**src/rtl/bist_pkg.sv**
```systemverilog
// Shared definitions for the memory BIST sequencer: element codes, FSM states
// and the March C- element tables (direction, op count, op kind and polarity).
package bist_pkg;

    localparam logic [2:0] M0 = 3'd0;
    localparam logic [2:0] M1 = 3'd1;
    localparam logic [2:0] M2 = 3'd2;
    localparam logic [2:0] M3 = 3'd3;
    localparam logic [2:0] M4 = 3'd4;
    localparam logic [2:0] M5 = 3'd5;

    typedef enum logic [1:0] {
        IDLE = 2'd0,
        RUN  = 2'd1,
        DONE = 2'd2
    } state_t;

    // Ascending address order for every element except the two descending ones.
    function automatic logic elem_dir_up(input logic [2:0] elem);
        return !((elem == M3) || (elem == M4));
    endfunction

    // M0 and M5 carry a single op per address, the others a read/write pair.
    function automatic logic elem_last_op(input logic [2:0] elem, input logic op);
        return ((elem == M0) || (elem == M5)) ? 1'b1 : op;
    endfunction

    // Within the paired elements the read always comes first.
    function automatic logic elem_op_is_read(input logic [2:0] elem, input logic op);
        case (elem)
            M0:      return 1'b0;
            M5:      return 1'b1;
            default: return !op;
        endcase
    endfunction

    // Polarity written, or expected on a read, for each element/op.
    function automatic logic elem_op_data(input logic [2:0] elem, input logic op);
        case (elem)
            M1, M3:  return op;
            M2, M4:  return !op;
            default: return 1'b0;
        endcase
    endfunction

endpackage

```
**src/rtl/address_generator.sv**
```systemverilog
// Up/down address counter with load-zero and load-max controls; carry flags
// the terminal address for the current counting direction.
module address_generator #(
    parameter int ad_width = 4
) (
    input  logic                clk,
    input  logic                rst,
    input  logic                reset,
    input  logic                preset,
    input  logic                en,
    input  logic                up_down,
    output logic [ad_width-1:0] address,
    output logic                carry
);

    // Address register: loads take priority over counting.
    always_ff @(posedge clk or posedge rst) begin
        if (rst) begin
            address <= '0;
        end else if (reset) begin
            address <= '0;
        end else if (preset) begin
            address <= '1;
        end else if (en) begin
            address <= up_down ? address + 1'b1 : address - 1'b1;
        end
    end

    // Terminal address: N-1 when counting up, 0 when counting down.
    always_comb begin
        carry = up_down ? (address == {ad_width{1'b1}}) : (address == '0);
    end

endmodule

```
**src/rtl/march_c_controller.sv**
```systemverilog
// March C- sequencer: issues one read or write per cycle over the whole
// address space, checks reads against the comparator and records the first
// failing address and element.
module march_c_controller
    import bist_pkg::*;
#(
    parameter int ad_width     = 4,
    parameter bit stop_on_fail = 1'b1
) (
    input  logic                clk,
    input  logic                rst,
    input  logic                start,
    input  logic                is_equal,
    output logic                read,
    output logic                write,
    output logic                data,
    output logic [ad_width-1:0] address,
    output logic                busy,
    output logic                done,
    output logic                fail,
    output logic [ad_width-1:0] fail_addr,
    output logic [2:0]          fail_elem
);

    state_t     state;
    state_t     state_next;
    logic [2:0] elem;
    logic       op;

    logic       in_run;
    logic       start_ok;
    logic       op_read;
    logic       last_op;
    logic       last_elem;
    logic       carry;
    logic       miscompare;
    logic       abort;
    logic       finish;
    logic       step;
    logic       elem_wrap;
    logic       next_up;

    logic       ag_reset;
    logic       ag_preset;
    logic       ag_en;
    logic       ag_up_down;

    // Decode of the current element/op and the end-of-element conditions.
    always_comb begin
        in_run     = (state == RUN);
        start_ok   = (state != RUN) && start;
        op_read    = elem_op_is_read(elem, op);
        last_op    = elem_last_op(elem, op);
        last_elem  = (elem == M5);
        miscompare = in_run && op_read && !is_equal;
        abort      = miscompare && stop_on_fail;
        finish     = in_run && last_op && carry && last_elem;
        step       = in_run && !abort;
        elem_wrap  = step && last_op && carry && !last_elem;
        next_up    = elem_dir_up(elem + 3'd1);
    end

    // Address counter controls: step inside an element, reload at element
    // boundaries so the next element starts without a bubble.
    always_comb begin
        ag_up_down = elem_dir_up(elem);
        ag_reset   = start_ok || (elem_wrap && next_up);
        ag_preset  = elem_wrap && !next_up;
        ag_en      = step && last_op && !carry;
    end

    address_generator #(
        .ad_width (ad_width)
    ) u_addr (
        .clk     (clk),
        .rst     (rst),
        .reset   (ag_reset),
        .preset  (ag_preset),
        .en      (ag_en),
        .up_down (ag_up_down),
        .address (address),
        .carry   (carry)
    );

    // State register.
    always_ff @(posedge clk or posedge rst) begin
        if (rst) begin
            state <= IDLE;
        end else begin
            state <= state_next;
        end
    end

    // Next-state logic: start leaves IDLE/DONE, completion or abort ends RUN.
    always_comb begin
        state_next = state;
        case (state)
            IDLE, DONE: if (start) state_next = RUN;
            RUN:        if (abort || finish) state_next = DONE;
            default:    state_next = IDLE;
        endcase
    end

    // Element and op counters.
    always_ff @(posedge clk or posedge rst) begin
        if (rst) begin
            elem <= M0;
            op   <= 1'b0;
        end else if (start_ok) begin
            elem <= M0;
            op   <= 1'b0;
        end else if (step) begin
            if (!last_op) begin
                op <= 1'b1;
            end else begin
                op <= 1'b0;
                if (carry && !last_elem) elem <= elem + 3'd1;
            end
        end
    end

    // Sticky fail flag with capture of the first miscompare only.
    always_ff @(posedge clk or posedge rst) begin
        if (rst) begin
            fail      <= 1'b0;
            fail_addr <= '0;
            fail_elem <= '0;
        end else if (start_ok) begin
            fail      <= 1'b0;
            fail_addr <= '0;
            fail_elem <= '0;
        end else if (miscompare) begin
            fail <= 1'b1;
            if (!fail) begin
                fail_addr <= address;
                fail_elem <= elem;
            end
        end
    end

    // Strobes, polarity and status decoded from the state and element table.
    always_comb begin
        read  = in_run && op_read;
        write = in_run && !op_read;
        data  = in_run && elem_op_data(elem, op);
        busy  = in_run;
        done  = (state == DONE);
    end

endmodule
```
**config.mk**
```make
export PLATFORM = sky130hd
export DESIGN_NAME = march_c_controller
export DESIGN_NICKNAME = d
export VERILOG_FILES = /design/src/rtl/bist_pkg.sv /design/src/rtl/address_generator.sv /design/src/rtl/march_c_controller.sv
export SDC_FILE = /design/constraint.sdc
export NUM_CORES = 1
export LEC_CHECK = 0
export ABC_AREA = 0
export ABC_CLOCK_PERIOD_IN_PS = 2350
export BUFFER_PORTS_ARGS = -buffer_cell sky130_fd_sc_hd__buf_2
export CAP_MARGIN = 20
export CORE_MARGIN = 2
export CORE_UTILIZATION = 48
export DETAILED_ROUTE_END_ITERATION = 16
export PLACE_DENSITY = 0.73
export SYNTH_ARGS = -nofsm -noshare
export SYNTH_HDL_FRONTEND = slang
export SYNTH_SLANG_ARGS = --single-unit
```
**constraint.sdc**
```tcl
create_clock -name clk -period 2.35 [get_ports clk]
set_input_delay 0.47 -clock clk [delete_from_list [all_inputs] [get_ports clk]]
set_output_delay 0.47 -clock clk [all_outputs]
set_load 0.02 [all_outputs]
```
; ---- Word-level counts from Yosys, hierarchy flattened
; Index checks and enable logic that the tools add are counted.
[word_totals]
regBits = 18
latchBits = 0
mem_bits_rw = 0
romBits = 0
inputBits = 4
out_inout_bits = 17
word_cells = 92
mem_count = 0
[classes]
addsub = 3
n_mul = 0
n_div = 0
order_cmp = 0
eq_ne = 14
shift = 0
n_mux = 26
n_bitwise = 0
n_reduce_logical = 42
[op_table]
columns = op, n
row1 = $mux W4, 7
row2 = $mux W3, 7
row3 = $logic_and A1 B1 Y1, 16
row4 = $eq A3 B2 Y1 const B, 3
row5 = $eq A3 B3 Y1 const B, 3
row6 = $reduce_bool A2 Y1, 4
row7 = $logic_not A1 Y1, 7
row8 = $mux W1, 7
row9 = $ne A2 B1 Y1 const B, 3
row10 = $reduce_or A2 Y1, 3
row11 = $logic_or A1 B1 Y1, 5
row12 = $add A4 B1 Y4 const B, 1
row13 = $eq A4 B4 Y1 const B, 1
row14 = $logic_not A4 Y1, 1
row15 = $mux W2, 2
row16 = $pmux W1 S2, 2
row17 = $pmux W2 S2, 1
row18 = $reduce_and A2 Y1, 2
row19 = $sub A4 B1 Y4 const B, 1
row20 = $add A3 B1 Y3 const B, 1
row21 = $eq A3 B1 Y1 const B, 1
row22 = $logic_not A3 Y1, 1
row23 = $reduce_and A3 Y1, 1
row24 = $reduce_bool A3 Y1, 1
row25 = other kinds (4), 4

; ---- Longest topological paths before layout
; Gate-level depths: netlist of run 1.
[logic_depth]
word_depth = 12
depth_mapped = 10
ltp_nobuf = 10

; ---- Modules after synthesis
; From an unflattened synthesis of run 1, not the netlist that was laid out.
[hier_totals]
cells_unflattened = 122
area_unflattened_um2 = 1199.9
[modules_own_cells]
columns = module, n_inst, cells_per_inst, area_each_um2, seq_area_each_um2
row1 = march_c_controller, 1, 87, 880.8, 350.3
row2 = address_generator, 1, 35, 319.1, 100.1

; ---- Worst setup path after synthesis of run 1
; OpenSTA, ideal clock, no wires.
[synth_timing]
path_kind = register -> register
startpoint = register elem[0]
endpoint = register u_addr.address[3]
setup_time_ps = 126
t_arrival_ps = 2179
required_ps = 2224
slack_ps = 45
path_stages_with_launch = 11
path_buffers = 0
synth_period_minus_slack_ps = 2305
path_cell_list = dfrtp_1 inv_1 ha_1 mux2i_4 inv_1 ha_1 a21o_1 a21oi_1 xnor2_1 a22o_2 a221o_1
[synth_via]
elab_chain_len = 12
word_cells_on_any_way = 32
classes_between = 1 x add/sub / 5 x eq/ne / 7 x mux / 19 x reduce/logical
[synth_rtl]
columns = item, line
row1 = start: declaration, march_c_controller.sv:27  ; logic [2:0] elem;
row2 = start signal: assignment, march_c_controller.sv:117  ; if (carry && !last_elem) elem <= elem + 3'd1;
row3 = $eq A3 B3 Y1 or $logic_not A3 Y1 (tied branches), "bist_pkg.sv:25, bist_pkg.sv:30, march_c_controller.sv:54"
row4 = $pmux W1 S2, bist_pkg.sv:30  ; case (elem)
row5 = $logic_and A1 B1 Y1 (2 in series), march_c_controller.sv:55  ; miscompare = in_run && op_read && !is_equal;
row6 = $logic_not A1 Y1, march_c_controller.sv:58  ; step = in_run && !abort;
row7 = $logic_and A1 B1 Y1, march_c_controller.sv:58
row8 = $logic_and A1 B1 Y1, "march_c_controller.sv:59, march_c_controller.sv:69"
row9 = $logic_and A1 B1 Y1 (2 in series), march_c_controller.sv:59  ; elem_wrap = step && last_op && carry && !last_elem;
row10 = $logic_and A1 B1 Y1 (on tied branches), "march_c_controller.sv:68, march_c_controller.sv:67"
row11 = $mux W4 or $logic_or A1 B1 Y1 (tied branches), "address_generator.sv:22, march_c_controller.sv:67"
row12 = $mux W4 or $reduce_bool A3 Y1 (tied branches), -
row13 = end signal: assignment, address_generator.sv:25  ; address <= up_down ? address + 1'b1 : address - 1'b1;
row14 = end: declaration, address_generator.sv:12  ; output logic [ad_width-1:0] address,
; Parallel ways exist; a longest one is shown, timed or not. The select of a mux whose other input is x is not followed.
; A chain may end at the register's enable or synchronous reset.

; ---- Worst setup path after layout of run 1
[layout_timing]
startpoint = register elem[0]
endpoint = output port write
[layout_via]
elab_chain_len = 4
word_cells_on_any_way = 5
classes_between = 1 x eq/ne / 1 x mux / 3 x reduce/logical
[layout_rtl]
columns = item, line
row1 = $eq A3 B3 Y1 or $logic_not A3 Y1 (tied branches), bist_pkg.sv:30
row2 = $pmux W1 S2 (*), bist_pkg.sv:30
row3 = $logic_not A1 Y1 (*), march_c_controller.sv:144  ; write = in_run && !op_read;
row4 = $logic_and A1 B1 Y1 (*), march_c_controller.sv:144
row5 = end: declaration, march_c_controller.sv:15  ; output logic write,
; Every way passes the cells marked *; elsewhere a longest branch is shown, timed or not.

==> impl_metrics.tcl, run 1 <==
set metrics [dict create \
    ys_ff_latch 18 \
    p_comb_frac 0.587 \
    cts_tree "built" \
    status "finished, final reports clean" \
    fin_nets 158 \
    grt_pass1_vias 945 \
    crit_chain "ha_4, nand2b_4, a311o_1, a21oi_2, buf_6" \
    period_share 0.9932 \
    drt_iter0_markers 29 \
    synth.area.mux_share 0.08969 \
    clockBufferDepth 2 \
    worstSkewPairLatency_ns 0.31 \
    final_common_cell "buf_2" \
    path_class "reg -> out" \
    max_stage_delay_ns 0.49 \
    rows 17 \
    final_cell_mix "19 x buf_2, 17 x dfrtp_1, 14 x nand2_1, 10 x nor2_1, 10 x buf_4" \
    io_pins 21 \
    hold_viol 0 \
    via_count 945 \
    synth-async-reset-ratio 1.000 \
    skew_ns 0.001642 \
    synth.distinct_cells 33 \
    grt_pass1_wl_um 4174 \
    synth_compound_area_frac 0.1738 \
    slowest_stage "dfrtp_2" \
    synth_nets 126 \
    netlist_instances 114 \
    cts_buffers 3 \
    cts_root_buf "clkbuf_4" \
    clock_power_share 0.114 \
    setup_viol 0 \
    switching_power_mw 0.8104 \
    syn_area_sq_um 1116 \
    vdd_ir_drop_max_uv 659.6 \
    slew_headroom 0.5396 \
    die_w_um 52.22 \
    dr.pass1.iters 4 \
    antenna_found_initial 0 \
    worstSetupStartpointType "flip-flop" \
    area_delta_synth_final_pct 26.35 \
    p_per_area_nw_per_um2 1270 \
    rsz0062_at_grt "true" \
    synth-adder-area-share 0.09641 \
    tightest_slew_ns 0.6899 \
    cp_top_family "compound AO/OA/AOI/OAI gates" \
    synth_top_family_by_area "compound AO/OA/AOI/OAI gates" \
    gp_congestion 0.8179 \
    cap_violations 0 \
    clkTransAtPathRegs_ns 0.11 \
    syn_avg_cell_area_sq_um 9.790 \
    grt_max_degree 19 \
    yosysSeqAreaShare 0.4036 \
    crit_buf_inv 1 \
    synth_edf_count 0 \
    routed_wl_um 2584 \
    synth_top_flop_cell "dfrtp_1" \
    io_buffers 20 \
    setup_tns_ns 0 \
    dieArea_sq_um 2727 \
    swShare 0.4527 \
    cp_max_fo 4 \
    wl_per_cell_um 14.94 \
    grt_usage 0.2149 \
    drc 0 \
    hpwl_um 1742 \
    p_leak_nw 0.7144 \
    required_ns 1.88 \
    cp.arrival_ns 1.86 \
    worstSetupEndpointType "primary output" \
    totalPowerFinal_mw 1.790 \
    n_antenna_cell 0 \
    routed_via_density 5.462 \
    cts_sinks 18 \
    overflow 0 \
    hold_path_class "in -> async" \
    p_seq_frac 0.299 \
    postRouteAntennaNets 0 \
    start_util 0.5045 \
    coreArea_sq_um 2212 \
    period_needed_ns 2.334 \
    cts-htree-levels 1 \
    synth-simple-area-share 0.1659 \
    drive_gt1_frac 0.3724 \
    die_y_um 52.22 \
    fmax_ghz 0.4285 \
    drv_slew 0 \
    synth_warnings 0 \
    synth_xor_area_frac 0.02354 \
    internal-power_mw 0.9799 \
]
==> metrics by stage <==
step           std cells  utilization  hold WS, ns  setup WS (ns)  cell area, sq um
5_1_grt              173       0.6374       0.3120       -0.04147              1410
6_report             173       0.6374       0.2454        0.01609              1410
3_5_place_dp         164       0.5758       0.5132        0.04894              1274
3_3_place_gp         164       0.5758       0.5006         0.1081              1274
4_1_cts              169       0.6097       0.2714        0.02023              1349
2_1_floorplan        114            -       0.4086        0.04462              1116
==> synthesized netlist by cell type, types with 2 or more instances <==
cell type  count  area, sq um
o21ai_0        5        25.02
a22o_1         2        17.52
a21o_1         4        30.03
nor2_1        10        37.54
nor2b_1        2        12.51
dfrtp_1       18        450.4
xnor2_1        3        26.28
mux2i_1        4        40.04
nand2b_1       2        12.51
a21oi_1        8        40.04
a211oi_1       2        15.01
nor3_1         2        10.01
mux2i_4        2        45.04
inv_1         10        37.54
buf_2          3        15.01
ha_1           7        87.58
nand2_1       14        52.55
==> worst register-to-register path: cells and delay by family, from the launching register on <==
family	cells	cell delay [ns]
adders and majority gates	2	0.45
DFF	1	0.42
muxes	1	0.15
buffers and inverters	2	0.23
AOI/OAI and AO/OA	4	0.83
xor gates and xnor gates	1	0.09
==> final timing paths <==
| check | slack [ns] | endpoint | cells past startpoint | startpoint |
|---|---|---|---|---|
| worst max-delay path | 0.02 | write | 5 | elem[0] |
| worst min-delay path | 0.25 | fail_elem[1] | 2 | rst |
| worst max register to register | 0.09 | u_addr.address[3] | 10 | elem[1] |
| worst min register to register | 0.54 | fail | 2 | fail |
| max in group asynchronous | 1.63 | elem[0] | 2 | rst |
| min in group clk | 0.41 | state[0] | 2 | start |
==> registers in the layout (all words and copies together) (netlist names) <==
signal          count
fail                1
u_addr.address      4
state               2
fail_elem           3
elem                3
op                  1
fail_addr           4
==> power groups by stage <==
stage	sequential (mW)	clock [mW]	combinational, mW
final	0.536	0.204	1.05
after detailed placement	0.519	0	0.876
after floorplan	0.587	0	0.594
after CTS	0.520	0.209	0.931
after global routing	0.554	0.219	1.15
after global placement	0.515	0	0.853
==> cell type report <==
cell class | count | area (sq um)
Timing Repair Buffer | 30 | 181.4
Fill cell | 192 | 802.0
Tap cell | 28 | 35.03
Sequential cell | 18 | 451.7
Inverter | 10 | 40.04
Clock buffer | 4 | 36.28
Multi-Input combinational cell | 83 | 665.6
==> what timing repair did <==
item                       4_1_cts  5_1_grt
hold buffers                     0        0
pin swaps                        0        2
setup endpoints to repair        2        3
setup buffers                    1        4
resized for setup                7        9
==> layer usage <==
metal  GRT usage  routed length, um  up-vias  part of all wire
met4      0.1368                 67        0             0.026
met3     0.03143                 85        7             0.033
li1            -                  -      456                 -
met1      0.2491               1131      457              0.44
met2      0.3692               1300       25              0.50
met5           0                  0        -                 0
==> logic make-up (layout without fill, tap and decap cells) <==
kind of cell	count (synthesis)	in the layout
xor gates and xnor gates	3	3
buffers and inverters	13	44
DFF	18	18
muxes	7	7
adders and majority gates	8	8
and+or+nand+nor	37	37
AOI/OAI and AO/OA	28	28
No activity file was read; power rests on OpenSTA's default activity.
==> inputs of run 2 (changes only) <==
- CORE_UTILIZATION: 48 -> 25
- PLACE_DENSITY: 0.73 -> default
==> run 2 against run 1 <==
Against the previous run:
- cell area grew 3.3%
- sequential share of layout area shrank 1.1 points
- final cell count grew 16%
- fmax grew 1.7%
- critical path type unchanged
- critical path depth is the same
- highest routed layer unchanged
- flip-flop and latch count is the same
- clock power grew 25%
==> impl_metrics.tcl, run 2 (synthesized netlist as in run 1, its figures left out) <==
set metrics [dict create \
    status "finished, final reports clean" \
    largestRegisters "fail_addr x4, u_addr.address x4" \
    final_cell_mix "19 x buf_2, 18 x dfrtp_1, 14 x nand2_1, 14 x buf_4, 10 x nor2_1" \
    cp_max_fo 6 \
    routed_wl_um 2516 \
    rows 24 \
    drive_gt1_frac 0.3716 \
    dr.pass1.iters 4 \
    hold_path_class "in -> async" \
    cts_root_buf "clkbuf_8" \
    path_class "reg -> out" \
    hold_viol 0 \
    n_fill_cell 466 \
    dieArea_sq_um 5015 \
    cp.arrival_ns 1.83 \
    worstSetupStartpointType "flip-flop" \
    slowest_stage "dfrtp_1" \
    drt_iter0_markers 47 \
    clkTransAtPathRegs_ns 0.07 \
    route.met3.wl_um 38 \
    die_w_um 70.82 \
    cts_sinks 18 \
    cap_violations 0 \
    regArea_sq_um 450.4 \
    timing.final.ws_setup_ns 0.05434 \
    overflow 0 \
    p_per_area_nw_per_um2 1236 \
    grt_pass1_wl_um 4353 \
    period_share 0.9769 \
    n_antenna_cell 0 \
    maxUsedRoutingLayer "met4" \
    hpwl_um 1897 \
    io_pins 21 \
    tightest_slew_ns 0.6978 \
    wl_per_cell_um 12.58 \
    setup_viol 0 \
    routed-wl-met2_um 1307 \
    grt_max_degree 19 \
    coreArea_sq_um 4324 \
    die_y_um 70.82 \
    p_leak_nw 0.7343 \
    period_needed_ns 2.296 \
    cts-htree-levels 1 \
    met1_length_um 1122 \
    cts_hold_buf 0 \
    start_util 0.2581 \
    slew_headroom 0.5343 \
    fmax_ghz 0.4356 \
    cts_buffers 3 \
    antenna_found_initial 0 \
    grt_pass1_vias 942 \
    multiInputGateArea_sq_um 648.1 \
    io_buffers 20 \
    via_count 920 \
    final_common_cell "buf_2" \
    routed_via_density 4.600 \
    worstSetupEndpointType "primary output" \
    rsz0062_at_grt "false" \
    area_delta_synth_final_pct 30.49 \
    vdd_ir_drop_max_uv 261.7 \
    cts_tree "built" \
    skew_ns 0.006296 \
    setup_tns_ns 0 \
    max_stage_delay_ns 0.43 \
    postRouteAntennaNets 0 \
    clockBufferDepth 2 \
    required_ns 1.88 \
    drc 0 \
    fin_nets 161 \
    grt_usage 0.1085 \
    crit_chain "ha_2, nand2b_1, a311o_1, a21oi_2, buf_4" \
    dp_slack_ns 0.07105 \
    drv_slew 0 \
    worstSkewPairLatency_ns 0.26 \
    gp_congestion 0.7833 \
]
run 2: path summary, 6_finish.rpt:
check	cells after the start	slack, ns	to	start
worst max-delay path	5	0.05	write	elem[0]
worst min-delay path	2	0.31	fail_elem[0]	rst
worst max register to register	10	0.13	u_addr.address[3]	elem[1]
worst min register to register	2	0.53	fail_addr[3]	fail_addr[3]
max in group asynchronous	2	1.59	fail_addr[3]	rst
min in group clk	2	0.46	state[0]	start
run 2: final cells by class:
| cell class | count | area share |
|---|---|---|
| timing repair buffer | 33 | 0.1375 |
| sequential | 18 | 0.3093 |
| multi-input combinational | 83 | 0.4450 |
| tap | 52 | 0.04467 |
| clock buffer | 4 | 0.03780 |
| inverter | 10 | 0.02577 |
run 2: repair_timing:
| item | in CTS | in global routing |
|---|---|---|
| setup buffers | 2 | 2 |
| resized for setup | 4 | 5 |
| pin swaps | 0 | 0 |
| endpoints found under the setup margin | 2 | 3 |
run 2: report_power, final:
group / switching [mW] / internal, mW / total (mW) / leakage, nW
Clock: 0.107 / 0.149 / 0.256 / 0.0288
Sequential: 0.0975 / 0.406 / 0.504 / 0.239
Combinational: 0.584 / 0.457 / 1.04 / 0.466
Total: 0.788 / 1.01 / 1.80 / 0.734
run 2: routing by layer:
layer  GRT usage  vias up
li1            -      458
met1      0.1408      445
met2      0.1838       13
met3    0.008547        4
met4     0.05031        0
met5           0        -
run 2: critical path: cells and delay by family (launching register included):
family | cells | cell delay, ns
simple gates | 1 | 0.19
fa+ha+maj | 1 | 0.25
buf+inv | 1 | 0.17
compound gates | 2 | 0.54
flops | 1 | 0.43
run 2: through the flow:
step	std cells	utilization	hold WS, ns	total power [mW]	area [sq um]
after detailed placement	192	0.3099	0.5245	1.482	1340
after global placement	192	0.3099	0.5157	1.479	1340
after CTS	198	0.3281	0.3415	1.768	1419
after floorplan	114	-	0.4086	1.181	1116
final	200	0.3368	0.3114	1.800	1456
after global routing	200	0.3368	0.3794	1.954	1456
